==> src/rtl/timer_apb_arbiter.sv <==
// Round-robin arbiter that serialises single req/ack transfers from NUM_REQ
// requesters into two-phase APB transfers on the timer's slave port.
module timer_apb_arbiter #(
  parameter  int NUM_REQ = 2,
  parameter  int ADDR_W  = 32,
  parameter  int DATA_W  = 32,
  localparam int IDX_W   = $clog2(NUM_REQ)
) (
  input  logic                      HCLK,
  input  logic                      RST,
  input  logic [NUM_REQ-1:0]        req,
  input  logic [NUM_REQ-1:0]        req_write,
  input  logic [NUM_REQ*ADDR_W-1:0] req_addr,
  input  logic [NUM_REQ*DATA_W-1:0] req_wdata,
  output logic [NUM_REQ-1:0]        ack,
  output logic [DATA_W-1:0]         rdata,
  output logic [IDX_W-1:0]          grant_idx,
  output logic                      busy,
  output logic                      PSEL,
  output logic                      PENABLE,
  output logic                      PWRITE,
  output logic [ADDR_W-1:0]         PADDR,
  output logic [DATA_W-1:0]         PWDATA,
  input  logic [DATA_W-1:0]         PRDATA
);

  localparam logic [1:0] ST_IDLE   = 2'd0;
  localparam logic [1:0] ST_SETUP  = 2'd1;
  localparam logic [1:0] ST_ACCESS = 2'd2;
  localparam logic [1:0] ST_DONE   = 2'd3;

  logic [1:0]        state_q,  state_d;
  logic [IDX_W-1:0]  grant_q,  grant_d;
  logic [IDX_W-1:0]  last_q,   last_d;
  logic              pwrite_q, pwrite_d;
  logic [ADDR_W-1:0] paddr_q,  paddr_d;
  logic [DATA_W-1:0] pwdata_q, pwdata_d;
  logic [DATA_W-1:0] rdata_q,  rdata_d;

  logic [ADDR_W-1:0] addr_arr  [NUM_REQ];
  logic [DATA_W-1:0] wdata_arr [NUM_REQ];

  for (genvar g = 0; g < NUM_REQ; g++) begin : g_unpack
    assign addr_arr[g]  = req_addr[g*ADDR_W +: ADDR_W];
    assign wdata_arr[g] = req_wdata[g*DATA_W +: DATA_W];
  end

  // Round-robin search: walking offsets from farthest to nearest lets the
  // nearest requester after last_q overwrite any earlier candidate.
  logic             win_valid;
  logic [IDX_W-1:0] win_idx;
  logic [IDX_W-1:0] cand_idx;
  int               cand;

  always_comb begin
    // NOTE: every variable assigned here gets a default first, so no path
    // leaves it holding a value and no latch is inferred.
    win_valid = 1'b0;
    win_idx   = '0;
    cand      = 0;
    cand_idx  = '0;
    for (int off = NUM_REQ; off >= 1; off--) begin
      cand     = (int'(last_q) + off) % NUM_REQ;
      cand_idx = IDX_W'(cand);
      if (req[cand_idx]) begin
        win_valid = 1'b1;
        win_idx   = cand_idx;
      end
    end
  end

  always_comb begin
    state_d  = state_q;
    grant_d  = grant_q;
    last_d   = last_q;
    pwrite_d = pwrite_q;
    paddr_d  = paddr_q;
    pwdata_d = pwdata_q;
    rdata_d  = rdata_q;
    case (state_q)
      ST_IDLE: begin
        if (win_valid) begin
          state_d  = ST_SETUP;
          grant_d  = win_idx;
          pwrite_d = req_write[win_idx];
          paddr_d  = addr_arr[win_idx];
          pwdata_d = wdata_arr[win_idx];
        end
      end
      ST_SETUP:  state_d = ST_ACCESS;
      ST_ACCESS: begin
        if (!pwrite_q) rdata_d = PRDATA;
        state_d = ST_DONE;
      end
      ST_DONE: begin
        last_d  = grant_q;
        state_d = ST_IDLE;
      end
      default:   state_d = ST_IDLE;
    endcase
  end

  always_ff @(posedge HCLK or posedge RST) begin
    // NOTE: state updates use non-blocking assignments so every register
    // samples the pre-edge values regardless of statement order.
    if (RST) begin
      state_q  <= ST_IDLE;
      grant_q  <= '0;
      last_q   <= IDX_W'(NUM_REQ - 1);
      pwrite_q <= 1'b0;
      paddr_q  <= '0;
      pwdata_q <= '0;
      rdata_q  <= '0;
    end else begin
      state_q  <= state_d;
      grant_q  <= grant_d;
      last_q   <= last_d;
      pwrite_q <= pwrite_d;
      paddr_q  <= paddr_d;
      pwdata_q <= pwdata_d;
      rdata_q  <= rdata_d;
    end
  end

  // Controls decode straight from state so reset silences the bus at once.
  assign PSEL      = (state_q == ST_SETUP) || (state_q == ST_ACCESS);
  assign PENABLE   = (state_q == ST_ACCESS);
  assign busy      = (state_q != ST_IDLE);
  assign ack       = (state_q == ST_DONE) ? (NUM_REQ'(1) << grant_q) : '0;
  assign PWRITE    = pwrite_q;
  assign PADDR     = paddr_q;
  assign PWDATA    = pwdata_q;
  assign rdata     = rdata_q;
  assign grant_idx = grant_q;

endmodule

==> config.mk <==
export PLATFORM = sky130hd
export DESIGN_NAME = timer_apb_arbiter
export DESIGN_NICKNAME = d
export VERILOG_FILES = /design/src/rtl/timer_apb_arbiter.sv
export SDC_FILE = /design/constraint.sdc
export NUM_CORES = 1
export LEC_CHECK = 0
export CELL_PAD_IN_SITES_DETAIL_PLACEMENT = 2
export CELL_PAD_IN_SITES_GLOBAL_PLACEMENT = 2
export CORE_MARGIN = 2
export CORE_UTILIZATION = 22
export CTS_CLUSTER_DIAMETER = 150
export CTS_CLUSTER_SIZE = 28
export DETAILED_ROUTE_END_ITERATION = 8
export PLACE_DENSITY = 0.86
export SYNTH_ARGS = -nofsm -noshare
export SYNTH_HDL_FRONTEND = slang
export SYNTH_SLANG_ARGS = --single-unit
==> constraint.sdc <==
create_clock -name HCLK -period 10.75 [get_ports HCLK]
set_clock_uncertainty 0.2 [all_clocks]
set_input_delay 2.15 -clock HCLK [delete_from_list [all_inputs] [get_ports HCLK]]
set_output_delay 2.15 -clock HCLK [all_outputs]
set_load 0.005 [all_outputs]
# Word level (Yosys, flattened, before mapping)
# Cells that the tools add are included.
op_classes:
  n_addsub: 2
  n_lt_le_gt_ge: 4
  eq_ne: 4
  shifts: 1
  n_mux: 19
  bitwise_logic: 2
  reduce_logical: 5
ops:
  columns: ["op", "count"]
  rows:
  - ["32-bit 2-to-1 mux", 6]
  - ["1-bit 2-to-1 mux", 10]
  - ["2-bit case mux with 4 select lines", 1]
  - ["1-bit by 2-bit < comparator with 1-bit output, second input constant", 3]
  - ["2-bit == test, second input constant", 2]
  - ["2-bit 2-to-1 mux", 2]
  - ["2-bit AND reduction", 2]
  - ["1-bit adder, second input constant", 2]
  - ["2-bit by 1-bit == test with 1-bit output, second input constant", 1]
  - ["2-bit greater-or-equal comparator, second input constant", 1]
  - ["2-bit logical NOT", 1]
  - ["2-bit != test, second input constant", 1]
  - ["1-bit NOT with 2-bit output", 1]
  - ["2-bit nonzero test", 1]
  - ["1-bit by 1-bit << shifter with 2-bit output, first input constant", 1]
  - ["1-bit logical OR", 1]
  - ["1-bit NOT", 1]
word_totals:
  regBits: 101
  inputBits: 166
  out_inout_bits: 103
  word_cells: 44

# Depth between registers and ports, before layout
# Gate-level depths: netlist of run 1.
logic_depth:
  depth_word: 9
  ltp_mapped: 7
  mapped_depth_nobuf: 5

# Least setup slack after synthesis of run 1
# No wires, ideal clock.
synth_timing:
  path_type: "input -> register"
  from: "in req[1]"
  to: "reg pwdata_q[0], in the netlist PWDATA[0]"
  setup_ns: 0.122
  arrival_time_ns: 2.796
  t_required_ns: 10.428
  path_slack_ns: 7.631
  stages: 5
  n_path_buf: 2
  path_cell_list: "a21boi_2 buf_4 buf_4 a21oi_1 a21oi_1"
synth_via:
  elab_chain_cells: 8
  word_cells_on_any_way: 13
synth_rtl:
  columns: ["item", "line_no", "source"]
  rows:
  - ["start, declared", "11", "input logic [NUM_REQ-1:0] req,"]
  - ["1-bit 2-to-1 mux (implied by the code) (2 in series)", "65", "if (req[cand_idx]) begin"]
  - ["1-bit 2-to-1 mux (2 in series)", "65", null]
  - ["1-bit NOT with 2-bit output (implied by the code)", "87", "pwdata_d = wdata_arr[win_idx];"]
  - ["32-bit 2-to-1 mux (implied by the code) (3 in series)", "87", null]
  - ["end signal, assigned", "120", "pwdata_q <= pwdata_d;"]
  - ["end, declared", "37", "logic [DATA_W-1:0] pwdata_q, pwdata_d;"]
# Parallel ways exist; a longest one is shown, timed or not. The select of a mux whose other input is x is not followed.
# A chain may end at the register's enable or synchronous reset.

# Worst setup path after layout of run 1
layout_timing:
  from: "in req[0]"
  to: "reg pwdata_q[17], in the netlist PWDATA[17]"
# Same word-level chain as after synthesis.

==> results of run 1 <==
-- stage by stage --
stage               total power [W]  utilization (%)  cell area [um^2]  setup slack, ns
floorplan                   0.00109                -              4380             5.75
global placement            0.00164             37.3              7270             6.30
detailed placement          0.00171             37.3              7270             6.14
CTS                         0.00208             39.0              7590             6.49
global route                0.00219             39.0              7590             6.41
finish                      0.00204             39.0              7590             6.54
-- cells by family (layout without fill, tap and decap cells) --
logic type	count (synthesis)	count (layout)	share of synthesized area, %
flops	101	101	57.8
compound gates	136	136	15.9
mux	34	34	8.75
buf+inv	36	294	4.78
simple gates	137	137	11.9
fa+ha+maj	3	3	0.858
-- layer usage --
layer | GRT usage (%) | up-vias | part of all wire, %
li1 | - | 1995 | -
met1 | 20.0 | 2200 | 40
met2 | 32.1 | 152 | 53
met3 | 4.03 | 30 | 4.8
met4 | 6.09 | 2 | 2.7
met5 | 0 | - | 0.071
-- path summary, 6_finish.rpt --
kind	from	endpoint	slack, ns	depth (start not counted)
worst max-delay path	req[0]	PWDATA[17]$_DFFE_PP0P_	6.54	5
worst min-delay path	rdata[8]$_DFFE_PP0P_	rdata[8]$_DFFE_PP0P_	0.31	1
worst max register to register	state_q[0]$_DFFE_PP0P_	PWDATA[17]$_DFFE_PP0P_	8.32	6
worst min register to register	rdata[8]$_DFFE_PP0P_	rdata[8]$_DFFE_PP0P_	0.31	1
max in group asynchronous	RST	PADDR[4]$_DFFE_PP0P_	7.11	3
min in group asynchronous	RST	PWDATA[24]$_DFFE_PP0P_	2.05	2
-- cell type report --
type | count | share of cell area, %
clock buffer | 9 | 2.97
tap | 265 | 4.37
multi-input combinational | 310 | 21.9
inverter | 4 | 0.231
timing repair buffer | 274 | 35.9
sequential | 101 | 33.3
clock inverter | 7 | 1.29
-- placed cells by master (no fill, tap or decap), types with 2 or more instances in the layout --
master           count
a21oi_1            130
buf_4                6
bufinv_16            2
clkbuf_16            9
clkdlybuf4s50_1    268
clkinv_2             2
dfrtp_1            100
ha_1                 3
inv_1                3
mux2_1               2
mux2_2              32
nand2_1             67
nor2_1              67
-- state kept, by name, indices dropped and copies added, names as in the netlist --
register and count:
grant_idx 1, rdata 32, PWRITE 1, last_q 1, PADDR 32, state_q 2
PWDATA 32
-- worst max-delay path, stage by stage --
cell	delay, ns
clkdlybuf4s50_1	0.65
a21bo_2	0.65
buf_4	0.49
nand2_1	0.11
a21oi_1	0.16
-- Yosys cell counts --
| cell type | instances |
|---|---|
| nand2_1 | 67 |
| o21ai_1 | 2 |
| nor2b_1 | 2 |
| ha_1 | 3 |
| a21bo_2 | 1 |
| a21boi_2 | 1 |
| buf_2 | 11 |
| inv_1 | 4 |
| mux2_1 | 2 |
| and2_1 | 1 |
| buf_6 | 1 |
| a31oi_1 | 1 |
| dfstp_2 | 1 |
| dfrtp_1 | 100 |
| buf_4 | 14 |
| a21oi_1 | 130 |
| clkbuf_1 | 6 |
| mux2_2 | 32 |
| nor2_1 | 67 |
| o21a_1 | 1 |
-- power by group --
group          internal (W)  total (W)  switching [W]
Clock              0.000206   0.000358       0.000152
Sequential         0.000579   0.000698       0.000119
Combinational      0.000567   0.000983       0.000416
==> results_dict.tcl, run 1 <==
set metrics [dict create \
    finalHoldViolCount 0 \
    layout.cells.non_filler 970 \
    routed_wire_length_per_instance_um 19.0 \
    final-setup-viol-count 0 \
    grt_max_degree 66 \
    start_util_pct 22.5 \
    arrival_time_of_the_worst_setup_path_ns 4.27 \
    min_path_type "flip-flop to flip-flop" \
    gp_routability_congestion 0.784 \
    grt_pass1_wl_mm 29.3 \
    clk_pin_slew_ns 0.07 \
    report.final.slew_viol_count 0 \
    power_density_mw_per_mm2 269 \
    cts_hold_buf 0 \
    grt_util_all_layers_pct 17.6 \
    layout_worst_path_cycle_share_pct 39.1 \
    die_w_um 145 \
    clkLatencyLatePin_ns 0.35 \
    postSynthCellCount 447 \
    placed_cells_incl_taps 954 \
    drive_above_1_share_pct 8.65 \
    synth.largest_area_cell "dfrtp_1" \
    critical_path_required_ns 10.81 \
    cts.repair.resized 0 \
    final-seq-area_mm2 0.00253 \
    p_leak_nw 3.10 \
    antennaDiodeCount 0 \
    die_h_um 145 \
    mappedNetlistArea_mm2 0.00438 \
    yosys_warnings 0 \
    drt-initial-drc-count 89 \
    timing.setup.critical_path_class "input pin to flip-flop" \
    postCtsSetupBuffers 0 \
    synth_seq_area_share_pct 57.8 \
    maxCapViolations 0 \
    synthDominantCellAreaShare_pct 57.2 \
    ys_seq_elements 101 \
    grt_setup_unrepaired "false" \
    nNetsFinal 869 \
    finalWirelength_mm 18.4 \
    clock-sinks 101 \
    start_kind "input pin" \
    grt_pass1_vias 5107 \
    portBuffers 268 \
    areaGrowthSynthToFinish_pct 73.4 \
    hpwl_detailed_mm 14.0 \
    maxClockFrequency_ghz 0.238 \
    fillCellCount 2080 \
    ctsRootBufferMaster "clkbuf_16" \
    antenna_found_initial 1 \
    slew_headroom_pct 49.7 \
    outcome "completed" \
    floorplan_core_area_mm2 0.0195 \
    num_rows 51 \
    cts_buffers 9 \
    postSynthNetCount 616 \
    fin_tns_setup_ns 0 \
    detail_route_antenna_nets 0 \
    multi_input_comb_area_mm2 0.00166 \
    drt_pre_antenna_iters 4 \
    critical_path_peak_fanout 35 \
    drt-vias-per-instance 4.51 \
    fin_crit_ns 4.21 \
    cts-root-to-sink-buffers 2 \
    tritoncts "done" \
    fin_hold_ws_ns 0.305 \
    yosys.cell_types.count 20 \
    worst_setup_path_end_kind "flip-flop" \
    vias 4379 \
    grt_remaining_overflow 0 \
    post_synth.cell_area_avg_um2 9.79 \
    top_level_ports 269 \
    netlist_top_cells_area "dfrtp_1 (57%), a21oi_1 (15%), mux2_2 (8.2%)" \
    vdd_ir_drop_max_uv 183 \
    post_route_drc 0 \
    die_area_mm2 0.0210 \
    clock_tree.htree_level_count 3 \
    worst-slew-pin-transition_ns 0.754 \
]
Power figures use the tool's default switching activity.
==> run 2: changes to the inputs <==
--- a/config.mk
+++ b/config.mk
@@ -8,11 +8,11 @@
 export CELL_PAD_IN_SITES_DETAIL_PLACEMENT = 2
 export CELL_PAD_IN_SITES_GLOBAL_PLACEMENT = 2
 export CORE_MARGIN = 2
-export CORE_UTILIZATION = 22
+export CORE_UTILIZATION = 18
 export CTS_CLUSTER_DIAMETER = 150
 export CTS_CLUSTER_SIZE = 28
 export DETAILED_ROUTE_END_ITERATION = 8
-export PLACE_DENSITY = 0.86
+export PLACE_DENSITY = 0.75
 export SYNTH_ARGS = -nofsm -noshare
 export SYNTH_HDL_FRONTEND = slang
 export SYNTH_SLANG_ARGS = --single-unit
==> constraint.sdc (replaced) <==
create_clock -name HCLK -period 3.5 [get_ports HCLK]
set_clock_uncertainty 0.2 [all_clocks]
set_input_delay 0.7 -clock HCLK [delete_from_list [all_inputs] [get_ports HCLK]]
set_output_delay 0.7 -clock HCLK [all_outputs]
set_load 0.005 [all_outputs]
==> run 2 against run 1 <==
  * Worst setup slack worse by 5.7 ns
  * Final cell count grew 6.4%
  * Sequential share of layout area decreased by 0.51 points
  * Total power grew to 3.1 times the previous value
  * Count of clock-buffer cells in the layout stayed put
  * Global-route usage down 3.4 points
  * Hold slack lost 0.00070 ns
  * Combinational power grew to 3.1 times the previous value
  * Sequential cell count unchanged
  * Routed wire length is 1.8% lower
  * Critical path depth shrank 1
==> results_dict.tcl, run 2 (synthesized netlist as in run 1, its figures left out) <==
set metrics [dict create \
    nNetsFinal 872 \
    finalHoldViolCount 0 \
    critPathMaxStageDelay_ns 0.50 \
    floorplan_core_area_mm2 0.0241 \
    grt_max_degree 102 \
    timing.setup.critical_path_class "flip-flop to output port" \
    die_w_um 160 \
    p_leak_nw 3.12 \
    drt_pre_antenna_iters 4 \
    power.switching_fraction_pct 33.9 \
    seqPwrFrac_pct 33.8 \
    clock_tree.htree_level_count 3 \
    most_used_cells_in_the_layout_excluding_fill_and_tap_cells "clkdlybuf4s50_1 (268), a21oi_1 (130), dfrtp_1 (100)" \
    top_level_ports 269 \
    layout.cells.most_common "clkdlybuf4s50_1" \
    ctsRootBufferMaster "clkbuf_16" \
    report.final.slew_viol_count 0 \
    num_rows 57 \
    post-route-util_pct 32.0 \
    p_switching_w 0.00211 \
    post_route_drc 0 \
    slew_headroom_pct 60.8 \
    worst_setup_path_end_kind "output port" \
    fillCellCount 2690 \
    portBuffers 268 \
    routed_wire_length_per_instance_um 17.5 \
    power.share.combinational_pct 48.7 \
    vdd_ir_drop_max_uv 275 \
    timing.critical_path.cells "inv_1, ha_1, inv_1, clkdlybuf4s50_1" \
    fin_tns_setup_ns 0 \
    clock-sinks 101 \
    layout_worst_path_cycle_share_pct 76.9 \
    grt_pass1_vias 4901 \
    maxClockFrequency_ghz 0.372 \
    path_common_cell "inv_1" \
    start_kind "flip-flop" \
    power_density_mw_per_mm2 808 \
    min_path_type "flip-flop to flip-flop" \
    fin_crit_ns 2.69 \
    cts_hold_buf 0 \
    antennaDiodeCount 0 \
    drt-initial-drc-count 108 \
    worst-slew-pin-transition_ns 0.588 \
    die_h_um 160 \
    grt_util_all_layers_pct 14.2 \
    final-setup-viol-count 0 \
    critical_path_peak_fanout 6 \
    cell_internal_pwr_w 0.00412 \
    arrival_time_of_the_worst_setup_path_ns 1.79 \
    maxCapViolations 0 \
    grt_pass1_wl_mm 28.2 \
    drive_above_1_share_pct 9.04 \
    finalWirelength_mm 18.1 \
    cts-root-to-sink-buffers 2 \
    vias 4370 \
    cts_buffers 9 \
    detail_route_antenna_nets 0 \
    clk_pin_slew_ns 0.08 \
    antenna_found_initial 0 \
    drt-vias-per-instance 4.23 \
    cts.repair.resized 0 \
    postCtsSetupBuffers 0 \
    die_area_mm2 0.0256 \
    grt_remaining_overflow 0 \
    critical_path.n_buffers_inverters 3 \
    slowest_stage "clkdlybuf4s50_1" \
    areaGrowthSynthToFinish_pct 76.1 \
    clkLatencyLatePin_ns 0.35 \
    hpwl_detailed_mm 13.2 \
    critPathTopFamily "buffers and inverters" \
    grt_setup_unrepaired "false" \
    outcome "completed" \
    gp_routability_congestion 0.743 \
    clockPowerShare_pct 17.5 \
    critical_path_required_ns 2.60 \
    tritoncts "done" \
    start_util_pct 18.2 \
]
## run 2: changes by cell type in the layout (fill, tap and decap cells not counted), sizes merged
cell | before | now
buf | 6 | 9
inv | 6 | 8
bufinv | 2 | 1
clkinv | 2 | 1
## run 2: final timing paths
check	depth (start not counted)	endpoint	startpoint	slack, ns
worst max-delay path	4	busy	state_q[0]$_DFFE_PP0P_	0.81
worst min-delay path	1	rdata[30]$_DFFE_PP0P_	rdata[30]$_DFFE_PP0P_	0.30
worst max register to register	5	rdata[26]$_DFFE_PP0P_	state_q[0]$_DFFE_PP0P_	1.52
worst min register to register	1	rdata[30]$_DFFE_PP0P_	rdata[30]$_DFFE_PP0P_	0.30
max in group asynchronous	3	PADDR[25]$_DFFE_PP0P_	RST	1.98
min in group asynchronous	3	PWDATA[25]$_DFFE_PP0P_	RST	0.66
## run 2: per-stage QoR
| step | cell area (um^2) | cells | setup WS (ns) | total power [W] | hold slack (ns) |
|---|---|---|---|---|---|
| after floorplan | 4380 | 447 | 1.40 | 0.00336 | 0.283 |
| after CTS | 7710 | 1032 | 0.782 | 0.00639 | 0.312 |
| final | 7710 | 1032 | 0.810 | 0.00622 | 0.305 |
| after detailed placement | 7390 | 1016 | 0.907 | 0.00524 | 0.295 |
| after global placement | 7390 | 1016 | 0.969 | 0.00513 | 0.269 |
| after global routing | 7710 | 1032 | 0.684 | 0.00673 | 0.316 |
## run 2: power by group through the flow
stage | Combinational [W] | Clock [W] | Sequential, W
2_1_floorplan | 0.00122 | 0 | 0.00214
3_3_place_gp | 0.00303 | 0 | 0.00210
3_5_place_dp | 0.00310 | 0 | 0.00214
4_1_cts | 0.00311 | 0.00115 | 0.00212
5_1_grt | 0.00334 | 0.00119 | 0.00219
6_report | 0.00303 | 0.00109 | 0.00211
## run 2: final cells by class
| class | instances | area (um^2) | share of cell area [%] |
|---|---|---|---|
| Tap cell | 324 | 405 | 5.26 |
| Clock buffer | 9 | 225 | 2.92 |
| Multi-Input combinational cell | 310 | 1670 | 21.6 |
| Clock inverter | 7 | 87.6 | 1.14 |
| Sequential cell | 101 | 2530 | 32.8 |
| Timing Repair Buffer | 277 | 2780 | 36.0 |
| Inverter | 4 | 18.8 | 0.244 |
## run 2: worst reg2reg max path, delay by kind of cell, from the launching register on
| family | cells | cell delay [ns] |
|---|---|---|
| DFF | 1 | 0.39 |
| buffers and inverters | 2 | 0.49 |
| adders and majority gates | 1 | 0.21 |
| muxes | 1 | 0.42 |
| and+or+nand+nor | 1 | 0.15 |
## run 2: routing by layer
layer  vias to the layer above  part of all wire [%]  track usage (%)
met5                         -                     0                0
met4                         0                   1.3             3.15
met3                        13                   7.7             5.40
met2                       176                    48             23.9
met1                      2176                    43             17.2
li1                       2005                     -                -
